### config.mk
export PLATFORM = sky130hd
export DESIGN_NAME = axil_cmd_master
export DESIGN_NICKNAME = d
export VERILOG_FILES = /design/src/rtl/axil_cmd_master_pkg.sv /design/src/rtl/axil_cmd_master.sv
export SDC_FILE = /design/constraint.sdc
export NUM_CORES = 1
export LEC_CHECK = 0
export CORE_MARGIN = 1
export CORE_UTILIZATION = 39
export DETAILED_ROUTE_END_ITERATION = 16
export PLACE_DENSITY_LB_ADDON = 0.12
export SKIP_LAST_GASP = 1
export SYNTH_ARGS = -nofsm -noshare
export SYNTH_HDL_FRONTEND = slang
export SYNTH_SLANG_ARGS = --single-unit
### constraint.sdc
create_clock -name aclk -period 2.3 [get_ports aclk]
set_clock_uncertainty 0.05 [all_clocks]
set_input_delay 0.69 -clock aclk [delete_from_list [all_inputs] [get_ports aclk]]
set_output_delay 0.69 -clock aclk [all_outputs]
set_load 0.01 [all_outputs]
### src/rtl/axil_cmd_master_pkg.sv
// Shared definitions for the AXI4-Lite command master: FSM state encoding
// and the AXI response codes used when building host responses.
package axil_cmd_master_pkg;

  typedef enum logic [2:0] {
    ST_IDLE    = 3'd0,
    ST_WR_ADDR = 3'd1,
    ST_WR_RESP = 3'd2,
    ST_RD_ADDR = 3'd3,
    ST_RD_DATA = 3'd4,
    ST_RSP     = 3'd5
  } state_e;

  localparam logic [1:0] AXI_RESP_OKAY   = 2'b00;
  localparam logic [1:0] AXI_RESP_EXOKAY = 2'b01;
  localparam logic [1:0] AXI_RESP_SLVERR = 2'b10;
  localparam logic [1:0] AXI_RESP_DECERR = 2'b11;

endpackage

### src/rtl/axil_cmd_master.sv
// AXI4-Lite master: converts single-word host commands into one AXI4-Lite
// transaction at a time and returns data/response on a valid/ready channel.
// Optional feature macro: AXIL_MASTER_TIMEOUT_EN - when defined, a wait for
// bvalid/rvalid longer than C_TIMEOUT_CYCLES cycles is ended with a
// synthesised SLVERR response flagged by rsp_timeout.
module axil_cmd_master
  import axil_cmd_master_pkg::*;
#(
  parameter int C_M_AXI_ADDR_WIDTH = 32,
  parameter int C_M_AXI_DATA_WIDTH = 32,
  parameter int C_TIMEOUT_CYCLES   = 1024
) (
  input  logic                            aclk,
  input  logic                            aresetn,
  input  logic                            cmd_valid,
  output logic                            cmd_ready,
  input  logic                            cmd_write,
  input  logic [C_M_AXI_ADDR_WIDTH-1:0]   cmd_addr,
  input  logic [C_M_AXI_DATA_WIDTH-1:0]   cmd_wdata,
  input  logic [C_M_AXI_DATA_WIDTH/8-1:0] cmd_wstrb,
  output logic                            rsp_valid,
  input  logic                            rsp_ready,
  output logic [C_M_AXI_DATA_WIDTH-1:0]   rsp_rdata,
  output logic [1:0]                      rsp_resp,
  output logic                            rsp_timeout,
  output logic [C_M_AXI_ADDR_WIDTH-1:0]   awaddr,
  output logic                            awvalid,
  input  logic                            awready,
  output logic [C_M_AXI_DATA_WIDTH-1:0]   wdata,
  output logic [C_M_AXI_DATA_WIDTH/8-1:0] wstrb,
  output logic                            wvalid,
  input  logic                            wready,
  input  logic [1:0]                      bresp,
  input  logic                            bvalid,
  output logic                            bready,
  output logic [C_M_AXI_ADDR_WIDTH-1:0]   araddr,
  output logic                            arvalid,
  input  logic                            arready,
  input  logic [C_M_AXI_DATA_WIDTH-1:0]   rdata,
  input  logic [1:0]                      rresp,
  input  logic                            rvalid,
  output logic                            rready
);

  localparam int STRB_W = C_M_AXI_DATA_WIDTH / 8;

  state_e                          state_q, state_d;
  logic [C_M_AXI_ADDR_WIDTH-1:0]   addr_q, addr_d;
  logic [C_M_AXI_DATA_WIDTH-1:0]   wdata_q, wdata_d;
  logic [STRB_W-1:0]               wstrb_q, wstrb_d;
  logic                            aw_done_q, aw_done_d;
  logic                            w_done_q, w_done_d;
  logic [C_M_AXI_DATA_WIDTH-1:0]   rdata_q, rdata_d;
  logic [1:0]                      resp_q, resp_d;

`ifdef AXIL_MASTER_TIMEOUT_EN
  localparam int CNT_W = (C_TIMEOUT_CYCLES > 2) ? $clog2(C_TIMEOUT_CYCLES) : 1;
  localparam logic [CNT_W-1:0] CNT_LAST = CNT_W'(C_TIMEOUT_CYCLES - 1);

  logic [CNT_W-1:0] cnt_q, cnt_d;
  logic             timeout_q, timeout_d;

  // Wait counter and timeout flag; cleared asynchronously with the FSM.
  always_ff @(posedge aclk or negedge aresetn) begin
    if (!aresetn) begin
      cnt_q     <= '0;
      timeout_q <= 1'b0;
    end else begin
      cnt_q     <= cnt_d;
      timeout_q <= timeout_d;
    end
  end

  assign rsp_timeout = timeout_q;
`else
  assign rsp_timeout = 1'b0;
`endif

  // State register plus the captured command and response payload.
  always_ff @(posedge aclk or negedge aresetn) begin
    if (!aresetn) begin
      state_q   <= ST_IDLE;
      addr_q    <= '0;
      wdata_q   <= '0;
      wstrb_q   <= '0;
      aw_done_q <= 1'b0;
      w_done_q  <= 1'b0;
      rdata_q   <= '0;
      resp_q    <= AXI_RESP_OKAY;
    end else begin
      state_q   <= state_d;
      addr_q    <= addr_d;
      wdata_q   <= wdata_d;
      wstrb_q   <= wstrb_d;
      aw_done_q <= aw_done_d;
      w_done_q  <= w_done_d;
      rdata_q   <= rdata_d;
      resp_q    <= resp_d;
    end
  end

  // Next-state and payload capture; AW and W complete independently in WR_ADDR.
  always_comb begin
    state_d   = state_q;
    addr_d    = addr_q;
    wdata_d   = wdata_q;
    wstrb_d   = wstrb_q;
    aw_done_d = aw_done_q;
    w_done_d  = w_done_q;
    rdata_d   = rdata_q;
    resp_d    = resp_q;
`ifdef AXIL_MASTER_TIMEOUT_EN
    cnt_d     = cnt_q;
    timeout_d = timeout_q;
`endif
    unique case (state_q)
      ST_IDLE: begin
        if (cmd_valid) begin
          addr_d    = cmd_addr;
          wdata_d   = cmd_wdata;
          wstrb_d   = cmd_wstrb;
          aw_done_d = 1'b0;
          w_done_d  = 1'b0;
`ifdef AXIL_MASTER_TIMEOUT_EN
          timeout_d = 1'b0;
`endif
          state_d   = cmd_write ? ST_WR_ADDR : ST_RD_ADDR;
        end
      end
      ST_WR_ADDR: begin
        aw_done_d = aw_done_q | awready;
        w_done_d  = w_done_q | wready;
        if (aw_done_d && w_done_d) begin
          state_d = ST_WR_RESP;
`ifdef AXIL_MASTER_TIMEOUT_EN
          cnt_d   = '0;
`endif
        end
      end
      ST_WR_RESP: begin
        if (bvalid) begin
          resp_d  = bresp;
          rdata_d = '0;
          state_d = ST_RSP;
        end
`ifdef AXIL_MASTER_TIMEOUT_EN
        else if (cnt_q == CNT_LAST) begin
          resp_d    = AXI_RESP_SLVERR;
          rdata_d   = '0;
          timeout_d = 1'b1;
          state_d   = ST_RSP;
        end else begin
          cnt_d = cnt_q + 1'b1;
        end
`endif
      end
      ST_RD_ADDR: begin
        if (arready) begin
          state_d = ST_RD_DATA;
`ifdef AXIL_MASTER_TIMEOUT_EN
          cnt_d   = '0;
`endif
        end
      end
      ST_RD_DATA: begin
        if (rvalid) begin
          rdata_d = rdata;
          resp_d  = rresp;
          state_d = ST_RSP;
        end
`ifdef AXIL_MASTER_TIMEOUT_EN
        else if (cnt_q == CNT_LAST) begin
          resp_d    = AXI_RESP_SLVERR;
          rdata_d   = '0;
          timeout_d = 1'b1;
          state_d   = ST_RSP;
        end else begin
          cnt_d = cnt_q + 1'b1;
        end
`endif
      end
      ST_RSP: begin
        if (rsp_ready) begin
          state_d = ST_IDLE;
        end
      end
      default: state_d = ST_IDLE;
    endcase
  end

  // Handshake outputs decoded purely from registered state so reset drops them at once.
  always_comb begin
    cmd_ready = (state_q == ST_IDLE);
    awvalid   = (state_q == ST_WR_ADDR) && !aw_done_q;
    wvalid    = (state_q == ST_WR_ADDR) && !w_done_q;
    bready    = (state_q == ST_WR_RESP);
    arvalid   = (state_q == ST_RD_ADDR);
    rready    = (state_q == ST_RD_DATA);
    rsp_valid = (state_q == ST_RSP);
  end

  assign awaddr    = addr_q;
  assign araddr    = addr_q;
  assign wdata     = wdata_q;
  assign wstrb     = wstrb_q;
  assign rsp_rdata = rdata_q;
  assign rsp_resp  = resp_q;

endmodule
==> results.sh, run 1 <==
export IMPL_post_place_ws_ns=0.0299
export IMPL_io_pins=256
export IMPL_grt_first_pass_wirelength_mm=17.1
export IMPL_wl_mm=11.4
export IMPL_fp_dieH_um=110
export IMPL_clock_path_buffers=2
export IMPL_yosysWarnings=0
export IMPL_tritoncts="built"
export IMPL_status="complete, no violations"
export IMPL_r2r_slack_ns=0.53
export IMPL_reg2reg_from="state_q[2]$_DFFE_PN0P_"
export IMPL_overflow=0
export IMPL_vias=3437
export IMPL_ir_drop_mv=0.705
export IMPL_dieWidth_um=110
export IMPL_antenna_found_initial=0
export IMPL_syn_nets=484
export IMPL_finalCriticalPeriod_ns=2.22
export IMPL_hold_viol_final=0
export IMPL_syn2layout_area_growth_pct=62.0
export IMPL_drv_cap=0
export IMPL_powerDensity_nw_per_um2=1330
export IMPL_multi_input_area_um2=1510
export IMPL_cts_sinks=107
export IMPL_dieArea_um2=12100
export IMPL_fin_ws_ns=0.0844
export IMPL_fin_area_um2=7340
export IMPL_worstPathMaxFanout=6
export IMPL_min_path_type="input pin to asynchronous set/reset pin"
export IMPL_setup_viol=0
export IMPL_endpoint="bready"
export IMPL_crit_start="state_q[2]$_DFFE_PN0P_"
export IMPL_clkTransAtPathRegs_ns=0.07
export IMPL_synth_commonest_cells="dfrtp_1, nand2_1, mux2_2"
export IMPL_rows=39
export IMPL_drive_gt1_frac=0.164
export IMPL_critPathCaptureType="output port"
export IMPL_required_ns=1.56
export IMPL_drv_slew=0
export IMPL_grt_pass1_vias=3288
export IMPL_synth_area_um2=4530
export IMPL_antennaDiodeCount=0
export IMPL_gp_congestion=0.814
export IMPL_synth_area_leaders="dfrtp_1, mux2_2, buf_4"
export IMPL_fillCellCount=928
export IMPL_final_antenna_net_count=0
export IMPL_clk_latency_ns=0.33
export IMPL_ff_latch_area_um2=2680
export IMPL_drt_pass1_iter_count=4
export IMPL_cts_buffers=9
export IMPL_portBuffers=254
export IMPL_syn_inst=370
export IMPL_start_util=0.399
export IMPL_synth_seq_area_share=0.591
export IMPL_cp_start_kind="flop"
export IMPL_synth_top_area_cell="dfrtp_1"
export IMPL_synth_avg_cell_area_um2=12.3
export IMPL_drc=0
export IMPL_placed_cell_area_um2=7020
export IMPL_ys_flop_type="dfrtp_1"
export IMPL_core_area_um2=11400
export IMPL_h_tree_depth=3
export IMPL_fin_crit_sh=0.963
export IMPL_cts_root_buf="clkbuf_16"
export IMPL_nets=711
export IMPL_avgViaCountPerCell=4.61
export IMPL_ys_types=31
export IMPL_p_leak_nw=3.06
export IMPL_rsz0062_at_grt="false"
export IMPL_post_synth_top_count_cell="dfrtp_1"
export IMPL_yosys_register_bits=107
export IMPL_critPathArrivalTime_ns=1.48
export IMPL_critPathKind="flop to output port"
export IMPL_grt_max_degree=69
export IMPL_fmax_ghz=0.451
export IMPL_synth_top_area_share=0.591
export IMPL_grt_use_total=0.187
export IMPL_wire_per_inst_um=15.3
export IMPL_async_reset_ff_frac=1.00
export IMPL_reg2reg_depth=6
export IMPL_post_dp_hpwl_mm=8.74
export IMPL_reg2reg_to="araddr[12]$_DFFE_PN0P_"
export IMPL_dr_first_iter_drc_count=107
export IMPL_synth_edff_count=0
how the worst min path moves through the flow:
stage,start,end,slack (ns),depth (start not counted)
3_5_place_dp,rsp_rdata[2]$_DFFE_PN0P_,rsp_rdata[2]$_DFFE_PN0P_,0.42,2
3_3_place_gp,rsp_resp[0]$_DFFE_PN0P_,rsp_resp[0]$_DFFE_PN0P_,0.41,2
6_report,aresetn,wstrb[1]$_DFFE_PN0P_,0.12,1
4_1_cts,aresetn,wstrb[1]$_DFFE_PN0P_,0.11,1
2_1_floorplan,aresetn,araddr[0]$_DFFE_PN0P_,0.34,0
5_1_grt,aresetn,wstrb[1]$_DFFE_PN0P_,0.11,1
metrics by stage:
stage	total power [mW]	std cells	hold slack, ns	setup TNS [ns]	util
5_1_grt	10.4	745	0.109	0	0.646
3_3_place_gp	8.22	727	0.410	0	0.618
2_1_floorplan	5.73	370	0.344	0	-
3_5_place_dp	8.35	727	0.420	0	0.618
6_report	9.75	745	0.122	0	0.646
4_1_cts	9.88	745	0.111	-0.123	0.646
cell families (layout without fill, tap and decap cells):
logic type	count (synthesis)	in the layout	synth area share
DFF	107	107	0.591
and+or+nand+nor	90	90	0.0850
muxes	71	71	0.184
buffers and inverters	53	285	0.0814
AOI/OAI and AO/OA	48	48	0.0580
other	1	1	0.000827
where the power goes:
group / internal [mW] / switching, mW
Sequential: 2.76 / 0.585
Combinational: 3.02 / 1.90
Clock: 0.812 / 0.685
metal layers:
metal  share of wire  up-vias  track usage
met5               0        -            0
met4          0.0095        0       0.0552
met3           0.093        8       0.0599
met2            0.50      141        0.312
met1            0.40     1627        0.229
li1                -     1661            -
state kept, by name, summed over array words and instances, names as in the netlist:
signal,count
araddr,32
aw_done_q,1
rsp_rdata,32
rsp_resp,2
state_q,3
w_done_q,1
wdata,32
wstrb,4
layout make-up:
cell class | count | share of cell area
Clock buffer | 11 | 0.0344
Clock inverter | 5 | 0.00579
Inverter | 2 | 0.00102
Sequential cell | 107 | 0.365
Multi-Input combinational cell | 210 | 0.206
Tap cell | 143 | 0.0244
Timing Repair Buffer | 267 | 0.364
worst max-delay path, stage by stage, from the launching register on:
cell	delay, ns
dfrtp_2	0.46
buf_4	0.16
nand2b_4	0.15
nor2_1	0.10
dlygate4sd2_1	0.27
layout by cell type, fill, tap and decap left out, drive strengths merged, types with 2 or more instances in the layout:
master,count
clkdlybuf4s50,246
dfrtp,107
nand2,70
mux2,69
o21ai,39
buf,14
clkbuf,11
nor2,10
dlygate4sd2,6
inv,6
a21oi,5
nand2b,3
nor2b,2
and3b,2
mux2i,2
what timing repair did:
item / 4_1_cts / 5_1_grt
hold buffers: 0 / 0
setup buffers: 2 / 0
resized for setup: 11 / 1
endpoints found under the setup margin: 7 / 1
Note: power is estimated with default switching activity, not from simulation.
==> run 2: changes to the inputs <==
Settings changed: CORE_MARGIN 1 to 5, CTS_CLUSTER_SIZE set to 16.
Clock period 2.3 ns to 2.5 ns, I/O delays scaled along.
==> run 2 against run 1 <==
Effect of this change: register-to-register slack gained 0.13 ns; wire length grew 7.6%; die area grew 15%; sequential cell count is the same; critical path type unchanged.
==> results.sh, run 2 (synthesis results as in run 1) <==
export IMPL_critPathArrivalTime_ns=1.62
export IMPL_critPathKind="flop to output port"
export IMPL_clock_path_buffers=2
export IMPL_p_comb_frac=0.503
export IMPL_hold_viol_final=0
export IMPL_cts_root_buf="clkbuf_16"
export IMPL_rows=39
export IMPL_clockPowerShare=0.160
export IMPL_fmax_ghz=0.413
export IMPL_dieArea_um2=13900
export IMPL_seq_power_share=0.337
export IMPL_grt_pass1_vias=3609
export IMPL_io_pins=256
export IMPL_worstPathMaxFanout=8
export IMPL_post_route_util=0.645
export IMPL_avgViaCountPerCell=4.63
export IMPL_drive_gt1_frac=0.164
export IMPL_drv_slew=0
export IMPL_dieWidth_um=118
export IMPL_nets=711
export IMPL_wl_mm=12.3
export IMPL_whs_ns=0.297
export IMPL_drt_pass1_iter_count=4
export IMPL_grt_max_degree=69
export IMPL_drv_cap=0
export IMPL_critPathCaptureType="output port"
export IMPL_antennaDiodeCount=0
export IMPL_cp_start_kind="flop"
export IMPL_final_antenna_net_count=0
export IMPL_ir_drop_mv=0.680
export IMPL_drc=0
export IMPL_clkTransAtPathRegs_ns=0.07
export IMPL_wire_per_inst_um=16.5
export IMPL_gp_congestion=0.762
export IMPL_h_tree_depth=3
export IMPL_vias=3453
export IMPL_fin_crit_sh=0.969
export IMPL_post_dp_hpwl_mm=9.49
export IMPL_finalCriticalPeriod_ns=2.42
export IMPL_start_util=0.397
export IMPL_core_area_um2=11400
export IMPL_tritoncts="built"
export IMPL_grt_use_total=0.173
export IMPL_power_internal_mw=6.16
export IMPL_final_cell_mix="clkdlybuf4s50_1, dfrtp_1, nand2_1"
export IMPL_min_path_type="input pin to asynchronous set/reset pin"
export IMPL_total_power_mw=9.09
export IMPL_status="complete, no violations"
export IMPL_syn2layout_area_growth_pct=62.4
export IMPL_required_ns=1.70
export IMPL_final_common_cell="clkdlybuf4s50_1"
export IMPL_p_leak_nw=3.06
export IMPL_sw_frac_of_total=0.322
export IMPL_powerDensity_nw_per_um2=1230
export IMPL_cts_buffers=9
export IMPL_setup_viol=0
export IMPL_portBuffers=254
export IMPL_power_switching_mw=2.92
export IMPL_fillCellCount=939
export IMPL_dr_first_iter_drc_count=139
export IMPL_antenna_found_initial=0
export IMPL_fp_dieH_um=118
export IMPL_grt_first_pass_wirelength_mm=19.5
export IMPL_overflow=0
export IMPL_clk_latency_ns=0.34
export IMPL_cts_sinks=107
==> run 2: cell count changes in the layout (fill, tap and decap cells not counted), sizes merged <==
cell           change
clkinvlp           +1
clkinv             +1
clkdlybuf4s50      +2
inv                -3
bufinv             +1
dlygate4sd2        -2
==> run 2: power groups by stage <==
stage               clock [mW]  combinational (mW)  sequential (mW)
CTS                       1.51                4.60             3.09
global placement             0                4.51             3.07
detailed placement           0                4.59             3.11
finish                    1.45                4.57             3.06
global route              1.58                4.89             3.18
floorplan                    0                1.90             3.38
==> run 2: repair_timing <==
action | CTS | global route
hold buffers | 0 | 0
gates resized for setup | 9 | 1
cloned | 0 | 0
setup buffers | 0 | 4
endpoints found under the setup margin | 6 | 1
hold endpoints to repair | 0 | 0
==> run 2: worst max-delay path, cell delays in order (launching register included) <==
cell and delay (ns):
dfrtp_2 0.47, nand2b_4 0.18, nor2_1 0.09, clkdlybuf4s50_1 0.54
==> run 2: area by class of cell <==
cell class / instances / area [µm²] / share of cell area
clock buffer: 11 / 253 / 0.0343
sequential: 107 / 2680 / 0.364
clock inverter: 5 / 60.1 / 0.00816
tap: 143 / 179 / 0.0243
multi-input combinational: 210 / 1510 / 0.205
inverter: 2 / 7.51 / 0.00102
timing repair buffer: 267 / 2670 / 0.363
==> run 2: path summary, 6_finish.rpt <==
| path | startpoint | to | slack, ns | depth (start not counted) |
|---|---|---|---|---|
| setup / recovery | state_q[2]$_DFFE_PN0P_ | bready | 0.08 | 3 |
| hold / removal | aresetn | wdata[4]$_DFFE_PN0P_ | 0.30 | 1 |
| setup reg to reg | state_q[0]$_DFFE_PN0P_ | araddr[30]$_DFFE_PN0P_ | 0.66 | 6 |
| hold reg to reg | rsp_rdata[5]$_DFFE_PN0P_ | rsp_rdata[5]$_DFFE_PN0P_ | 0.43 | 2 |
| max in group asynchronous | aresetn | wdata[7]$_DFFE_PN0P_ | 1.41 | 2 |
| min in group aclk | rsp_rdata[5]$_DFFE_PN0P_ | rsp_rdata[5]$_DFFE_PN0P_ | 0.43 | 2 |
==> run 2: metal layers <==
| metal | wire length [µm] | track usage | part of all wire |
|---|---|---|---|
| met1 | 4750 | 0.198 | 0.39 |
| met2 | 6350 | 0.301 | 0.52 |
| met3 | 966 | 0.0577 | 0.079 |
| met4 | 205 | 0.0638 | 0.017 |
| met5 | 0 | 0 | 0 |
==> run 2: per-stage QoR <==
stage	worst slack [ns]	cells	setup TNS [ns]	cell area, µm²
3_5_place_dp	0.187	725	0	7010
5_1_grt	-0.00667	745	-0.00667	7360
3_3_place_gp	0.200	725	0	7010
6_report	0.0781	745	0	7360
2_1_floorplan	0.648	370	0	4530
4_1_cts	0.00108	741	0	7330
==> run 3: changes to the inputs <==
Settings changed: GPL_ROUTABILITY_DRIVEN set to 1.
==> results of run 3 <==
The final DEF is identical to that of run 2; final timing and power are the same.
